[src/rtl/grant_burst_mux.sv]
// Locks onto the one-hot grant owner and moves BEATS words to a shared valid/ready channel.
// Latency: one cycle from grant sample to first valid; out_valid/out_data hold while out_ready is low.
module grant_burst_mux #(
  parameter int WIDTH = 8,
  parameter int BEATS = 4
) (
  input  logic               clk,
  input  logic               rst,
  input  logic [3:0]         grant,
  input  logic [4*WIDTH-1:0] data_in,
  output logic [WIDTH-1:0]   out_data,
  output logic               out_valid,
  input  logic               out_ready,
  output logic [3:0]         ack,
  output logic [1:0]         owner,
  output logic               busy,
  output logic               done,
  output logic               err
);

  typedef enum logic [1:0] {
    IDLE    = 2'd0,
    XFER    = 2'd1,
    RELEASE = 2'd2
  } state_t;

  localparam logic [4:0] LAST_BEAT = 5'(BEATS - 1);

  state_t     state_q;
  logic [4:0] cnt_q;
  logic [1:0] owner_q;
  logic       err_q;

  logic       accept;
  logic       grant_multi;
  logic       grant_one;
  logic [1:0] grant_idx;

  assign accept      = (state_q == XFER) && out_ready;
  // Clearing the lowest set bit leaves something only when two or more bits were set.
  assign grant_multi = |(grant & (grant - 4'd1));
  assign grant_one   = (grant != 4'd0) && !grant_multi;

  always_comb begin
    grant_idx = 2'd0;
    case (grant)
      4'b0010: grant_idx = 2'd1;
      4'b0100: grant_idx = 2'd2;
      4'b1000: grant_idx = 2'd3;
      default: grant_idx = 2'd0;
    endcase
  end

  always_ff @(posedge clk or posedge rst) begin
    if (rst) begin
      state_q <= IDLE;
      cnt_q   <= 5'd0;
      owner_q <= 2'd0;
      err_q   <= 1'b0;
    end else begin
      err_q <= 1'b0;
      case (state_q)
        IDLE: begin
          if (grant_multi) begin
            err_q <= 1'b1;
          end else if (grant_one) begin
            owner_q <= grant_idx;
            cnt_q   <= 5'd0;
            state_q <= XFER;
          end
        end
        XFER: begin
          if (accept) begin
            cnt_q <= cnt_q + 5'd1;
            if (cnt_q == LAST_BEAT) state_q <= RELEASE;
          end
        end
        RELEASE: state_q <= IDLE;
        default: state_q <= IDLE;
      endcase
    end
  end

  assign out_valid = (state_q == XFER);
  assign busy      = (state_q != IDLE);
  assign done      = (state_q == RELEASE);
  assign err       = err_q;
  assign owner     = owner_q;
  assign out_data  = data_in[int'(owner_q)*WIDTH +: WIDTH];
  assign ack       = accept ? (4'd1 << owner_q) : 4'd0;

endmodule

[config.mk]
export PLATFORM = sky130hd
export DESIGN_NAME = grant_burst_mux
export DESIGN_NICKNAME = d
export VERILOG_FILES = /design/src/rtl/grant_burst_mux.sv
export SDC_FILE = /design/constraint.sdc
export NUM_CORES = 1
export LEC_CHECK = 0
export BUFFER_PORTS_ARGS = -buffer_cell sky130_fd_sc_hd__buf_2
export CORE_UTILIZATION = 25
export CTS_BUF_LIST = sky130_fd_sc_hd__clkbuf_16
export CTS_CLUSTER_SIZE = 24
export DETAILED_ROUTE_END_ITERATION = 8
export SYNTH_ARGS = -nofsm -noshare
export SYNTH_HDL_FRONTEND = slang
export SYNTH_SLANG_ARGS = --single-unit
[constraint.sdc]
create_clock -name clk -period 2.8 [get_ports clk]
set_input_delay 0.42 -clock clk [delete_from_list [all_inputs] [get_ports clk]]
set_output_delay 0.42 -clock clk [all_outputs]
set_load 0.01 [all_outputs]
=== Yosys cells after proc, flatten, opt, wreduce, memory -nomap -nowiden ===
Index checks and enable logic that the tools add are counted.

* Logic and storage cells: 44
* Flip-flop bits (word level): 10
* Output and inout bits: 18
* Bits in writable memories: 0
* Memories kept: 0
* Latch bits: 0
* Input bits: 39
* Memory bits (read-only): 0

* Add/sub/neg operators: 2
* Bitwise gates (word level): 2
* Multiply operators: 0
* Equality and inequality tests: 10
* Div/mod/pow operators: 0
* Shifts and indexed selects: 2
* Reduce and logical (&&, ||, !) cells: 11
* $lt $le $gt $ge: 0
* Multiplexer cells: 13

{| class="wikitable"
|+ Operator list
! kind !! number
|-
| indexed part select 32 x 6 -> 8 bit || 1
|-
| two-way mux 5 bit || 3
|-
| case mux 5 bit (2 select lines) || 1
|-
| two-way mux 2 bit || 4
|-
| AND reduction 4 bit || 2
|-
| case mux 2 bit (3 select lines) || 1
|-
| adder 5 x 1 -> 5 bit (second input constant) || 1
|-
| equality test 5 x 2 -> 1 bit (second input constant) || 1
|-
| bitwise AND 4 bit || 1
|-
| equality test 4 x 2 -> 1 bit (second input constant) || 1
|-
| equality test 4 x 3 -> 1 bit (second input constant) || 1
|-
| equality test 4 bit (second input constant) || 1
|-
| two-way mux 4 bit || 1
|-
| != test 2 x 1 -> 1 bit (second input constant) || 2
|-
| != test 2 bit (second input constant) || 2
|-
| case mux 2 bit (2 select lines) || 1
|-
| nonzero test 2 bit || 2
|-
| nonzero test 4 bit || 1
|-
| OR reduction 4 bit || 1
|-
| << shifter 1 x 2 -> 4 bit (first input constant) || 1
|-
| subtractor 4 x 1 -> 4 bit (second input constant) || 1
|-
| AND reduction 3 bit || 1
|-
| equality test 2 x 1 -> 1 bit (second input constant) || 1
|-
| equality test 2 bit (second input constant) || 1
|-
| 5 further kinds || 7
|}

=== Logic depth before layout (Yosys ltp) ===
* Depth after elaboration: 8
* Mapped depth: 5
* Depth with buffers taken out: 4

=== Worst setup path before layout ===
Ideal clock, no wire load.

* Path kind: register -> output
* From: reg owner_q[0] (netlist: owner[0])
* To: out out_data[3]
* Cell stages (with the launch flop): 4
* Path buffers: 2
* Arrival time: 1361 ps
* Data required time: 2380 ps
* Slack: 1019 ps
* Cells stage by stage: dfrtp_1 -> buf_2 -> buf_2 -> mux4_2

* Longest elaborated chain between the ends: 1

{| class="wikitable"
|+ Ends and longest elaborated chain
! what !! RTL line !! source
|-
| from (decl) || 31 || <nowiki>logic [1:0] owner_q;</nowiki>
|-
| from (signal assigned) || 67 || <nowiki>owner_q <= grant_idx;</nowiki>
|-
| indexed part select 32 x 6 -> 8 bit || 89 || <nowiki>assign out_data = data_in[int'(owner_q)*WIDTH +: WIDTH];</nowiki>
|-
| to (decl) || 11 || <nowiki>output logic [WIDTH-1:0] out_data,</nowiki>
|}

No other way between the ends.

=== Worst setup path in the final report ===
* From: reg owner_q[0] (netlist: owner[0])
* To: out out_data[4]

The elaborated chain is that of the path after synthesis.

==> impl_metrics.json <==
{
  "cts_buffers": 3,
  "grt-ovfl-total": 0,
  "syn_inst": 79,
  "ant_nets": 0,
  "min_path_type": "primary input to async pin",
  "ctsResizeCount": 0,
  "syn_area_um2": 826,
  "placed_cell_area_um2": 1110,
  "vias_per_cell": 4.79,
  "mostFrequentLayoutCell": "buf_2",
  "cts_root_buf": "clkbuf_16",
  "relSlewSlack": 0.566,
  "powerDensity_nw_per_um2": 719,
  "syn_avg_cell_area_um2": 10.5,
  "endpoint_kind": "output pin",
  "fp.dieArea_um2": 3540,
  "dieHeight_um": 59.5,
  "die_x_um": 59.5,
  "cp_max_fo": 16,
  "crit_path_start_kind": "flip-flop",
  "grt_util_met3": 0.0524,
  "n_antenna_cell": 0,
  "fillerInstances": 318,
  "syn_nets": 119,
  "outcome": "finished, final reports clean",
  "netlist_top_cells_area": "dfrtp_1 (30%), mux4_2 (22%), nor2_1 (4.5%)",
  "worst_pin_slew_ps": 651,
  "finClkSkew_ps": 1.89,
  "hpwlAfterDp_um": 1710,
  "grt_busiest_layer": "met2",
  "ys_ff_latch": 10,
  "max_cap_violations": 0,
  "tns_ps": 0,
  "drtPass1Iterations": 4,
  "crit_buf_inv": 1,
  "cts_tree": "done",
  "io_buffer_count": 56,
  "cp.depth": 2,
  "drtIter0Drc": 28,
  "fmax_ghz": 0.465,
  "report.final.hold_viol_count": 0,
  "cts_buffer_depth": 2,
  "vdd_ir_drop_max_v": 0.000232,
  "yosys.area.top_type": "dfrtp_1",
  "final_cell_area_um2": 1190,
  "power.static_leakage_nw": 0.576,
  "yosysSeqAreaShare": 0.303,
  "numClockSinks": 10,
  "drcViolationCount": 0,
  "path_cells": "mux4_2 -> buf_2",
  "num_rows": 20,
  "area_growth_pct": 43.6,
  "yosys.cell_types.count": 36,
  "use_met2": 0.231,
  "yosysTopAreaCellShare": 0.303,
  "grt_pass1_wl_um": 3250,
  "clkSlewWorstSetupHoldPaths_ps": 40,
  "critPathArrivalTime_ps": 1730,
  "cp_top_family": "flip-flops",
  "critPathSlowestCell": "dfrtp_1",
  "final_cell_mix": "buf_2 (56), nor2_1 (10), dfrtp_1 (10)",
  "start_util": 0.266,
  "gp_congestion": 0.733,
  "fin_crit_sh": 0.768,
  "drive_above_1_share": 0.554,
  "grtUsageTotal": 0.128,
  "postRouteWirelength_um": 2150,
  "drv_slew": 0,
  "reg2reg_depth": 4,
  "yosys_warnings": 0,
  "rsz0062_at_grt": "no",
  "cts_setup_buffers": 0,
  "holdBufCountCts": 0,
  "grt_pass1_vias": 784,
  "cts_htree_levels": 1,
  "wl_per_cell_um": 12.4,
  "path_class": "flip-flop to output pin",
  "core_region_area_um2": 3100,
  "antenna_found_initial": 0,
  "setup_violations": 0,
  "cp_slowest_stage_delay_ps": 750,
  "pin_count": 57,
  "clock_latency_ps": 240,
  "grt_max_degree": 17,
  "finish.net_count": 171,
  "crit_required_ps": 2380,
  "grt_use_met1": 0.123,
  "vias": 833,
  "min_period_ps": 2150
}
## stage by stage
| step | cells | utilization | total power, mW | hold WS (ps) | setup slack, ps |
|---|---|---|---|---|---|
| after global placement | 170 | 0.357 | 0.588 | 405 | 908 |
| after floorplan | 79 | - | 0.507 | 260 | 1020 |
| after CTS | 174 | 0.382 | 0.863 | 166 | 618 |
| after global routing | 174 | 0.382 | 0.918 | 199 | 506 |
| after detailed placement | 170 | 0.357 | 0.602 | 417 | 878 |
| final | 174 | 0.382 | 0.853 | 153 | 650 |
## metal layers
layer | vias up | share of wire
met5 | - | 0
met4 | 0 | 0.019
met3 | 5 | 0.14
met2 | 54 | 0.49
met1 | 387 | 0.36
li1 | 387 | -
## kinds of logic (layout without fill, tap and decap cells)
kind of cell	count (synthesis)	count (layout)	synth area share
mux	9	9	0.230
xor+xnor	5	5	0.0530
compound gates	10	10	0.103
flops	10	10	0.303
simple gates	32	32	0.209
buf+inv	11	62	0.0742
fa+ha+maj	2	2	0.0273
## power by group
group          internal [mW]  switching, mW  total, mW
clock                  0.187         0.0668      0.254
combinational          0.180          0.164      0.344
sequential             0.193         0.0622      0.255
## area by class of cell
cell class              instances  area [um^2]  area share
multi-input cells              58          514       0.434
clock buffers                   3         75.1      0.0633
well taps                      44         55.1      0.0464
flip-flops and latches         10          250       0.211
inverters                       2         7.51     0.00633
repair buffers                 56          280       0.236
clock inverters                 1         3.75     0.00316
## registers in the layout, summed over array words and instances (netlist names)
signal   flops
cnt_q        5
err          1
owner        2
state_q      2
## final timing paths
kind / startpoint / endpoint / slack, ps
max: owner[0] / out_data[4] / 650
min: rst / owner[0] / 150
max reg2reg: state_q[0] / owner[1] / 1310
min reg2reg: cnt_q[4] / cnt_q[4] / 550
max in group asynchronous: rst / state_q[1] / 2380
min in group clk: out_ready / state_q[1] / 470
## cell usage after synthesis (all sizes together)
cell type,instances
buf,7
and3,2
o31a,1
nand4,2
o41ai,1
o21ba,1
a211oi,1
and2b,1
a21o,1
inv,2
a221oi,1
o21ai,1
xnor2,2
nor4b,1
xor2,3
mux4,8
nor2b,3
nor3b,1
or4,1
or3,1
nor3,2
nor2,10
maj3,1
and3b,1
a21oi,2
mux2i,1
clkbuf,2
dfrtp,10
nand2,6
o32ai,1
ha,1
or2,1
## worst register-to-register path, cell delays in order, from the launching register on
cell and delay (ps):
dfrtp_1 380, or2_1 350, or4_4 460, nand2_2 90, a221oi_2 70
(Power assumes the default switching activity.)
